### src/rtl/vec_pkg.sv
// Shared definitions for the vector element sequencer: default widths and FSM state encoding.
package vec_pkg;

  localparam int VEC_AW   = 16;
  localparam int VEC_DW   = 16;
  localparam int VEC_LENW = 8;

  typedef enum logic [2:0] {
    IDLE = 3'd0,
    RD_A = 3'd1,
    RD_B = 3'd2,
    EXEC = 3'd3,
    WR_D = 3'd4,
    DONE = 3'd5
  } state_t;

endpackage

### src/rtl/vec_ptr_ctr.sv
// Loadable address pointer: loads a base address, then advances by a step (wraps modulo 2^AW).
module vec_ptr_ctr
  import vec_pkg::*;
#(
  parameter int AW = VEC_AW
) (
  input  logic          clk,
  input  logic          reset,
  input  logic          load,
  input  logic          inc,
  input  logic [AW-1:0] base,
  input  logic [AW-1:0] step,
  output logic [AW-1:0] ptr
);

  always_ff @(posedge clk) begin
    if (reset) begin
      ptr <= '0;
    end else if (load) begin
      ptr <= base;
    end else if (inc) begin
      ptr <= ptr + step;
    end
  end

endmodule

### src/rtl/vec_elem_sequencer.sv
// Memory-to-memory vector element sequencer: D[i] = ALU(A[i], B[i]) at 4 cycles per element.
// Optional feature macro VSEQ_STRIDE_EN: element step taken from the stride port instead of 1.
module vec_elem_sequencer
  import vec_pkg::*;
#(
  parameter int AW   = VEC_AW,
  parameter int DW   = VEC_DW,
  parameter int LENW = VEC_LENW
) (
  input  logic            clk,
  input  logic            reset,
  input  logic            start,
  input  logic [AW-1:0]   base_a,
  input  logic [AW-1:0]   base_b,
  input  logic [AW-1:0]   base_d,
  input  logic [LENW-1:0] vlen,
  input  logic [AW-1:0]   stride,
  input  logic [DW-1:0]   mem_rdata,
  input  logic [DW-1:0]   alu_result,
  output logic [AW-1:0]   mem_addr,
  output logic            mem_we,
  output logic [DW-1:0]   mem_wdata,
  output logic [DW-1:0]   op_a,
  output logic [DW-1:0]   op_b,
  output logic            addr_sel,
  output logic            busy,
  output logic            done
);

  state_t          state, state_nx;
  logic [LENW-1:0] cnt, vlen_q;
  logic [AW-1:0]   step;
  logic [AW-1:0]   ptr_a, ptr_b, ptr_d;
  logic            accept, adv, last;

  assign accept = (state == IDLE) && start && (vlen != '0);
  assign adv    = (state == WR_D);
  assign last   = (cnt == vlen_q - LENW'(1));

`ifdef VSEQ_STRIDE_EN
  logic [AW-1:0] stride_q;

  always_ff @(posedge clk) begin
    if (reset) begin
      stride_q <= '0;
    end else if (accept) begin
      stride_q <= stride;
    end
  end

  assign step = stride_q;
`else
  logic stride_unused;

  assign stride_unused = ^stride;
  assign step          = AW'(1);
`endif

  vec_ptr_ctr #(.AW(AW)) u_ptr_a (
    .clk(clk), .reset(reset), .load(accept), .inc(adv), .base(base_a), .step(step), .ptr(ptr_a)
  );
  vec_ptr_ctr #(.AW(AW)) u_ptr_b (
    .clk(clk), .reset(reset), .load(accept), .inc(adv), .base(base_b), .step(step), .ptr(ptr_b)
  );
  vec_ptr_ctr #(.AW(AW)) u_ptr_d (
    .clk(clk), .reset(reset), .load(accept), .inc(adv), .base(base_d), .step(step), .ptr(ptr_d)
  );

  always_ff @(posedge clk) begin
    if (reset) begin
      state <= IDLE;
    end else begin
      state <= state_nx;
    end
  end

  // Read data arrives one cycle after its address, so A lands during RD_B and B during EXEC.
  always_comb begin
    state_nx  = state;
    mem_addr  = '0;
    mem_we    = 1'b0;
    mem_wdata = '0;
    addr_sel  = 1'b0;
    busy      = 1'b0;
    done      = 1'b0;
    case (state)
      IDLE: begin
        if (start) begin
          state_nx = (vlen != '0) ? RD_A : DONE;
        end
      end
      RD_A: begin
        mem_addr = ptr_a;
        busy     = 1'b1;
        state_nx = RD_B;
      end
      RD_B: begin
        mem_addr = ptr_b;
        busy     = 1'b1;
        state_nx = EXEC;
      end
      EXEC: begin
        mem_addr = ptr_b;
        busy     = 1'b1;
        state_nx = WR_D;
      end
      WR_D: begin
        mem_addr  = ptr_d;
        addr_sel  = 1'b1;
        mem_we    = 1'b1;
        mem_wdata = alu_result;
        busy      = 1'b1;
        state_nx  = last ? DONE : RD_A;
      end
      DONE: begin
        done     = 1'b1;
        state_nx = IDLE;
      end
      default: state_nx = IDLE;
    endcase
  end

  always_ff @(posedge clk) begin
    if (reset) begin
      cnt    <= '0;
      vlen_q <= '0;
      op_a   <= '0;
      op_b   <= '0;
    end else begin
      if (accept) begin
        vlen_q <= vlen;
        cnt    <= '0;
      end else if (adv && !last) begin
        cnt <= cnt + LENW'(1);
      end
      if (state == RD_B) begin
        op_a <= mem_rdata;
      end
      if (state == EXEC) begin
        op_b <= mem_rdata;
      end
    end
  end

endmodule

### config.mk
export PLATFORM = sky130hd
export DESIGN_NAME = vec_elem_sequencer
export DESIGN_NICKNAME = d
export VERILOG_FILES = /design/src/rtl/vec_pkg.sv /design/src/rtl/vec_ptr_ctr.sv /design/src/rtl/vec_elem_sequencer.sv
export SDC_FILE = /design/constraint.sdc
export NUM_CORES = 1
export LEC_CHECK = 0
export CELL_PAD_IN_SITES_DETAIL_PLACEMENT = 0
export CELL_PAD_IN_SITES_GLOBAL_PLACEMENT = 1
export CORE_MARGIN = 2
export CORE_UTILIZATION = 36
export CTS_BUF_LIST = sky130_fd_sc_hd__clkbuf_2
export DETAILED_ROUTE_END_ITERATION = 10
export PLACE_DENSITY = 0.85
export SYNTH_ARGS = -nofsm -noshare
export SYNTH_HDL_FRONTEND = slang
export SYNTH_SLANG_ARGS = --single-unit
### constraint.sdc
create_clock -name clk -period 5.61 [get_ports clk]
set_clock_uncertainty 0.1 [all_clocks]
set_input_delay 0.8415 -clock clk [delete_from_list [all_inputs] [get_ports clk]]
set_output_delay 0.8415 -clock clk [all_outputs]
set_load 0.05 [all_outputs]
## After elaboration in Yosys (flattened, before gate mapping)

Index checks and enable logic that the tools add are counted.

- Add/sub/neg operators: 5
- Reduce and logical (&&, ||, !) cells: 10
- Equality and inequality tests: 7
- Mux-type cells: 15

Operator list:

| operator | count |
|---|---|
| 16-bit two-way mux | 7 |
| 16-bit by 1-bit adder with 16-bit output (second input constant) | 3 |
| 16-bit case mux with 3 select lines | 1 |
| 3-bit case mux with 5 select lines | 1 |
| 3-bit two-way mux | 3 |
| 8-bit by 1-bit adder with 8-bit output (second input constant) | 1 |
| 8-bit equality test | 1 |
| 8-bit nonzero test | 1 |
| 8-bit by 1-bit subtractor with 8-bit output (second input constant) | 1 |
| 3-bit by 2-bit equality test with 1-bit output (second input constant) | 2 |
| 3-bit equality test (second input constant) | 2 |
| 2-bit OR reduction | 2 |
| 4-bit OR reduction | 1 |
| 3-bit by 1-bit equality test with 1-bit output (second input constant) | 1 |
| 1-bit logical AND | 3 |
| 3-bit zero test | 1 |
| 1-bit two-way mux | 3 |
| 2-bit inequality test (second input constant) | 1 |
| 2-bit nonzero test | 1 |
| 1-bit zero test | 1 |

- Register bits: 99
- Output and inout port bits: 68

## Longest topological paths before layout

Gate-level depths: netlist (run 1).

- Depth after elaboration: 4
- Gate-level depth with buffers: 9
- Mapped depth without buffers: 8

## Modules after synthesis

Synthesis (run 1) repeated with hierarchy kept, for this count alone.

- Cells, all modules: 879
- Area total of the unflattened synthesis: 6929.1 µm²

By module, submodules not included:

| module | area each (µm²) | cells an instance | sequential area each (µm²) | times used |
|---|---|---|---|---|
| vec_ptr_ctr (u_ptr_b ...) | 1426.4 | 176 | 320.3 | 2 |
| vec_elem_sequencer | 2700.1 | 360 | 1021.0 | 1 |
| vec_ptr_ctr (u_ptr_a) | 1376.3 | 167 | 320.3 | 1 |

## Least setup slack after synthesis (run 1)

No wires, ideal clock.

- Path kind: reg2out
- Start: reg state[0]
- End: out mem_addr[0]
- Arrival: 2599 ps
- Slack: 2070 ps
- Data required time: 4669 ps
- Cell stages (with the launch flop): 8
- Path buffers: 3
- Cells stage by stage: dfxtp_1 or3b_2 buf_2 inv_1 buf_2 buf_1 nand2_1 o21ai_0

- Word-level cells in the longest chain between the ends: 3
- Elaborated cells between the ends (all ways): 6
- Those cells by class: eq/ne (4); mux (1); reduce/logical (1)

RTL lines:

| what | RTL line | RTL |
|---|---|---|
| start, declared | vec_elem_sequencer.sv:30 | `state_t state, state_nx;` |
| start signal, assigned | vec_elem_sequencer.sv:73 | `state <= state_nx;` |
| 3-bit by 2-bit equality test with 1-bit output | vec_elem_sequencer.sv:86 | `case (state)` |
| 2-bit OR reduction (no line) | n/a |  |
| 16-bit case mux with 3 select lines * | vec_elem_sequencer.sv:86 |  |
| end, declared | vec_elem_sequencer.sv:20 | `output logic [AW-1:0] mem_addr,` |

Mark *: on every way between the ends. The rest lies on a longest branch, timed or not.

## Worst setup path after layout (run 1)

- Start: reg state[2]
- End: out mem_addr[9]

The elaborated chain is that of the path after synthesis.

==> results.toml, run 1 <==
[timing]
slew_headroom_pct = 32.5
drv_slew = 0
fin_tns_setup_ns = 0
layout_setup_ws_ns = 1.03
fmax_mhz = 218
setup_viol = 0
whs_ns = 0.372
period_share_pct = 81.6
tightest_slew_ns = 1.01
grt_setup_unrepaired = "false"
finalHoldViolations = 0
fin_crit_ns = 4.58

[min_path]
min_path_cells = 2
hp-class = "reg2reg"

[power]
leakage_uw = 0.00227
power_density_mw_per_mm2 = 222
ir_drop_mv = 0.0788

[critical_path]
crit_cells = 8
crit_type = "reg2out"
path_buf_inv = 5
crit_slowest_cell = "clkdlybuf4s50_1"
cp_common_cell = "buf_4"
required_ns = 4.67
crit_family = "buffers and inverters"
start_kind = "flip-flop"
worstPathCellList = "buf_4 > or3b_2 > buf_4 > clkinv_1 > buf_12 > nand2_1 > o21ai_0 > clkdlybuf4s50_1"
reg2reg_depth = 10
crit_fanout = 47
worst_path_largest_cell_delay_ns = 0.83
cp.arrival_ns = 3.64
crit_path_end_kind = "primary output"

[global_routing]
grt_usage_pct = 21.3
overflow = 0
grt_max_degree = 94
grt_pass1_wl_um = 25600
antenna_found_initial = 2
first_global_vias = 5131

[detailed_routing]
drt-vias-per-instance = 5.44
ant_nets = 0
firstDrtPassIters = 5
num_vias = 5438
drc = 0
drt_iter0_drc = 322
routed_wirelength_um = 16200
avgRoutedWirePerCell_um = 16.2

[cts]
postCtsSetupBuffers = 0
ctsRootBufferMaster = "clkbuf_2"
cts.sinks = 99
tritoncts = "built"
clk_path_buf_depth = 2
cts_resized = 0
numCtsBuffers = 9
htree_num_levels = 3
clk_transition_reported_paths_ns = 0.26
postCtsHoldBufs = 0
clock_latency_ns = 0.62

[floorplanning]
die_x_um = 124
pin_count = 175
initial_core_util_pct = 37.1
fp.dieH_um = 124
num_rows = 43
die_area_sq_mm = 0.0153
core-area_sq_mm = 0.0139

[synth]
ys_seq_area_share_pct = 38.4
synthTopCellsByArea = "dfxtp_1 38%, nand2_1 9.7%, a21oi_1 7.2%"
yosys_warnings = 0
synthesis.instances = 685
synth_edf_count = 0
yosysTopAreaCell = "dfxtp_1"
synthFlopType = "dfxtp_1"
ys_ff_latch = 99
async_flop_share_pct = 0
synth.top_cell.area_share_pct = 38.4
synth_cell_type_count = 59
synth_nets = 797
synthMostInstantiatedCell = "nand2_1"
synth_area_sq_mm = 0.00517
ys_top_cells_by_count = "134 x nand2_1, 99 x dfxtp_1, 74 x a21oi_1"
syn_area_per_cell_sq_um = 7.54

[placed_design]
place_congestion = 0.914
place_ws_ns = 1.70
hpwl_um = 11400
port_buffers = 158

[run]
maxCapViolations = 0

[layout]
nets = 924
area_growth_pct = 34.5
drive_gt1_share_pct = 5.63
nFillCells = 1376

[status]
outcome = "completed"
[metrics by stage]
stage / area, sq um / power, uW / util, % / instances
floorplan: 5170 / 1070 / - / 685
global placement: 6850 / 1230 / 49.2 / 981
detailed placement: 6850 / 1240 / 49.2 / 981
CTS: 6940 / 1560 / 49.8 / 997
global route: 6950 / 1620 / 49.9 / 999
finish: 6950 / 1550 / 49.9 / 999
[worst register-to-register path: cells and delay by family, from the launching register on]
kind | cells | cell delay [ns]
AO/OA/AOI/OAI | 1 | 0.22
AND/OR/NAND/NOR | 4 | 1.19
buffers and inverters | 4 | 1.16
XOR/XNOR | 1 | 0.15
flip-flops | 1 | 0.37
[cells in the final DEF (no fill, tap or decap), types with 4 or more instances in the layout]
master,n
or3_1,6
a211oi_1,9
a311oi_1,7
inv_1,6
a21oi_1,74
nand3_1,20
o211ai_1,5
a221oi_1,7
clkdlybuf4s50_1,157
nand2_1,134
clkbuf_2,10
xor2_1,7
and3_1,5
dfxtp_1,99
nor2_1,52
and2_1,21
or4_1,5
nor4_1,5
a31oi_1,8
nor3b_1,5
a22oi_1,24
o21ai_0,40
nor3_1,23
nand4_1,11
or3_2,4
xnor2_1,11
buf_4,8
ha_1,5
[power by group]
part           internal [uW]  switching (uW)
Sequential               756            58.4
Combinational            178             239
Clock                   60.7             253
[flip-flops by register name (all words and copies together), names as in the netlist]
name	cells
vlen_q	8
op_a	16
u_ptr_d.ptr	16
u_ptr_a.ptr	16
u_ptr_b.ptr	16
state	3
cnt	8
op_b	16
[routing by layer]
layer / track usage [%] / up-vias / routed length, um
met4: 8.88 / 0 / 398
met5: 0 / - / 0
met1: 28.0 / 2554 / 7140
li1: - / 2702 / -
met3: 3.11 / 22 / 828
met2: 35.1 / 160 / 7790
[cell families (layout without fill, tap and decap cells)]
group | after synthesis | in the layout | synth area share, %
AND/OR/NAND/NOR | 310 | 310 | 28.9
AO/OA/AOI/OAI | 194 | 194 | 23.8
flip-flops | 99 | 99 | 38.4
buffers and inverters | 58 | 190 | 4.53
XOR/XNOR | 18 | 18 | 3.05
adder cells (fa/ha/maj) | 5 | 5 | 1.21
multiplexers | 1 | 1 | 0.194
other | 0 | 2 | 0
[cell type report]
| class | count | area [sq um] | share of cell area [%] |
|---|---|---|---|
| Clock buffer | 10 | 50.0 | 0.720 |
| Timing Repair Buffer | 167 | 1660 | 23.8 |
| Antenna cell | 2 | 5.00 | 0.0720 |
| Inverter | 7 | 26.3 | 0.378 |
| Sequential cell | 99 | 1980 | 28.5 |
| Multi-Input combinational cell | 528 | 2960 | 42.6 |
| Tap cell | 180 | 225 | 3.24 |
| Clock inverter | 6 | 41.3 | 0.594 |
[worst paths after layout]
path         startpoint               to  slack, ns
max            state[2]      mem_addr[9]       1.03
min             op_b[8]          op_b[8]       0.37
max reg2reg    state[2]  u_ptr_d.ptr[15]       2.35
min reg2reg     op_b[8]          op_b[8]       0.37
Note: power is estimated with default switching activity, not from simulation.
==> run 2: changes to the inputs <==
--- a/config.mk
+++ b/config.mk
@@ -8,10 +8,10 @@
 export CELL_PAD_IN_SITES_DETAIL_PLACEMENT = 0
 export CELL_PAD_IN_SITES_GLOBAL_PLACEMENT = 1
 export CORE_MARGIN = 2
-export CORE_UTILIZATION = 36
+export CORE_UTILIZATION = 33
 export CTS_BUF_LIST = sky130_fd_sc_hd__clkbuf_2
 export DETAILED_ROUTE_END_ITERATION = 10
-export PLACE_DENSITY = 0.85
+export PLACE_DENSITY = 0.79
 export SYNTH_ARGS = -nofsm -noshare
 export SYNTH_HDL_FRONTEND = slang
 export SYNTH_SLANG_ARGS = --single-unit
==> constraint.sdc (replaced) <==
create_clock -name clk -period 4.45 [get_ports clk]
set_clock_uncertainty 0.1 [all_clocks]
set_input_delay 0.6675 -clock clk [delete_from_list [all_inputs] [get_ports clk]]
set_output_delay 0.6675 -clock clk [all_outputs]
set_load 0.05 [all_outputs]
==> run 2 against run 1 <==
Clock power is 48% higher; cell count is 3.1% higher; utilization is 4.4 points lower; critical path depth is 2 lower; design area is 0.22% lower; routed wire length is 1.2% higher; power is 31% higher; clock-buffer cell count is 1 lower; worst hold slack worse by 0.00083 ns; combinational power is 26% higher; setup slack worse by 0.54 ns; largest cell class unchanged.
==> results.toml, run 2 (synthesis results as in run 1) <==
[layout]
seqCellArea_sq_mm = 0.00198
area_growth_pct = 34.2
multi_input_area_sq_mm = 0.00297
finalNonFillerCells = 1030
nets = 925
drive_gt1_share_pct = 10.0
nFillCells = 1519
final_common_cell = "nand2_1"
mostFrequentLayoutCells = "134 x nand2_1, 125 x clkdlybuf4s50_1, 99 x dfxtp_1"

[cts]
postCtsSetupBuffers = 0
clk_transition_reported_paths_ns = 0.28
ctsRootBufferMaster = "clkbuf_2"
clock_latency_ns = 0.63
tritoncts = "built"
postCtsHoldBufs = 0
clk_path_buf_depth = 2
cts_resized = 0
numCtsBuffers = 9
htree_num_levels = 3
cts.sinks = 99

[floorplanning]
core-area_sq_mm = 0.0153
fp.dieH_um = 129
die_area_sq_mm = 0.0167
pin_count = 175
initial_core_util_pct = 33.9
num_rows = 45
die_x_um = 129

[status]
outcome = "completed"

[detailed_routing]
routed_wirelength_um = 16400
num_vias = 5462
drt-vias-per-instance = 5.30
ant_nets = 0
drt_iter0_drc = 331
drc = 0
firstDrtPassIters = 5
avgRoutedWirePerCell_um = 15.9

[critical_path]
critPathLaunch = "state[0]"
cp.arrival_ns = 3.20
regToRegEndpoint = "u_ptr_d.ptr[15]"
crit_path_end_kind = "primary output"
crit_slowest_cell = "or3b_2"
crit_cells = 6
crit_fanout = 28
start_kind = "flip-flop"
cp_common_cell = "buf_4"
worst_path_largest_cell_delay_ns = 0.73
crit_family = "buffers and inverters"
r2r_start = "state[0]"
worstPathCellList = "or3b_2 > inv_2 > buf_4 > nand2_1 > o21ai_0 > buf_4"
crit_type = "reg2out"
cp-endpoint = "mem_addr[3]"
reg2reg_depth = 8
r2r_slack_ns = 1.11
path_buf_inv = 3
required_ns = 3.68

[placed_design]
place_congestion = 0.870
port_buffers = 158
place_inst = 1013
hpwl_um = 11600

[power]
power_density_mw_per_mm2 = 291
ir_drop_mv = 0.177
leakage_uw = 0.00236

[timing]
fin_tns_setup_ns = 0
tightest_slew_ns = 1.10
setup_viol = 0
fmax_mhz = 252
grt_setup_unrepaired = "false"
period_share_pct = 89.1
finalHoldViolations = 0
drv_slew = 0
fin_crit_ns = 3.96
slew_headroom_pct = 26.5

[global_routing]
overflow = 0
antenna_found_initial = 1
grt_pass1_wl_um = 25900
grt_usage_pct = 19.5
grt_max_degree = 55
first_global_vias = 5228

[min_path]
hp-class = "reg2reg"

[run]
maxCapViolations = 0
run 2: per-stage QoR:
step / total power (uW) / util, % / area [sq um] / hold slack [ns] / setup WS, ns
after floorplan: 1350 / - / 5170 / 0.349 / 1.08
after global placement: 1560 / 44.6 / 6810 / 0.342 / 1.22
after detailed placement: 1570 / 44.6 / 6810 / 0.348 / 1.18
after CTS: 2040 / 45.4 / 6930 / 0.375 / 0.455
after global routing: 2130 / 45.4 / 6930 / 0.390 / 0.306
final: 2020 / 45.4 / 6930 / 0.371 / 0.487
run 2: layer usage:
metal	wire length [um]	global-route usage, %	vias up
met2	7910	33.1	164
met1	7350	25.2	2570
met3	813	3.01	18
met4	279	7.23	0
met5	0	0	-
li1	-	-	2710
run 2: how the worst min path moves through the flow:
stage | cells after the start | endpoint | slack (ns) | start
global placement | 2 | op_b[9] | 0.34 | op_b[9]
global route | 2 | op_b[11] | 0.39 | op_b[11]
detailed placement | 2 | op_a[10] | 0.35 | op_a[10]
floorplan | 2 | vlen_q[7] | 0.35 | vlen_q[7]
finish | 2 | op_a[10] | 0.37 | op_a[10]
CTS | 2 | op_a[10] | 0.38 | op_a[10]
run 2: layout make-up:
cell class,count,area share [%]
Multi-Input combinational cell,528,42.8
Tap cell,211,3.81
Clock inverter,7,1.08
Inverter,7,0.379
Sequential cell,99,28.6
Timing Repair Buffer,168,22.7
Clock buffer,9,0.650
Antenna cell,1,0.0361
run 2: power breakdown:
group / internal (uW) / leakage [uW] / switching [uW] / total (uW)
Clock: 133 / 0.0000666 / 334 / 466
Combinational: 221 / 0.00148 / 304 / 525
Sequential: 953 / 0.000809 / 74.7 / 1030
run 2: worst reg2reg max path: cells and delay by family (launching register included):
kind,cells,cell delay [ns]
AOI/OAI and AO/OA,1,0.20
xor gates and xnor gates,1,0.16
buffers and inverters,2,0.87
DFF,1,0.53
and+or+nand+nor,4,1.39
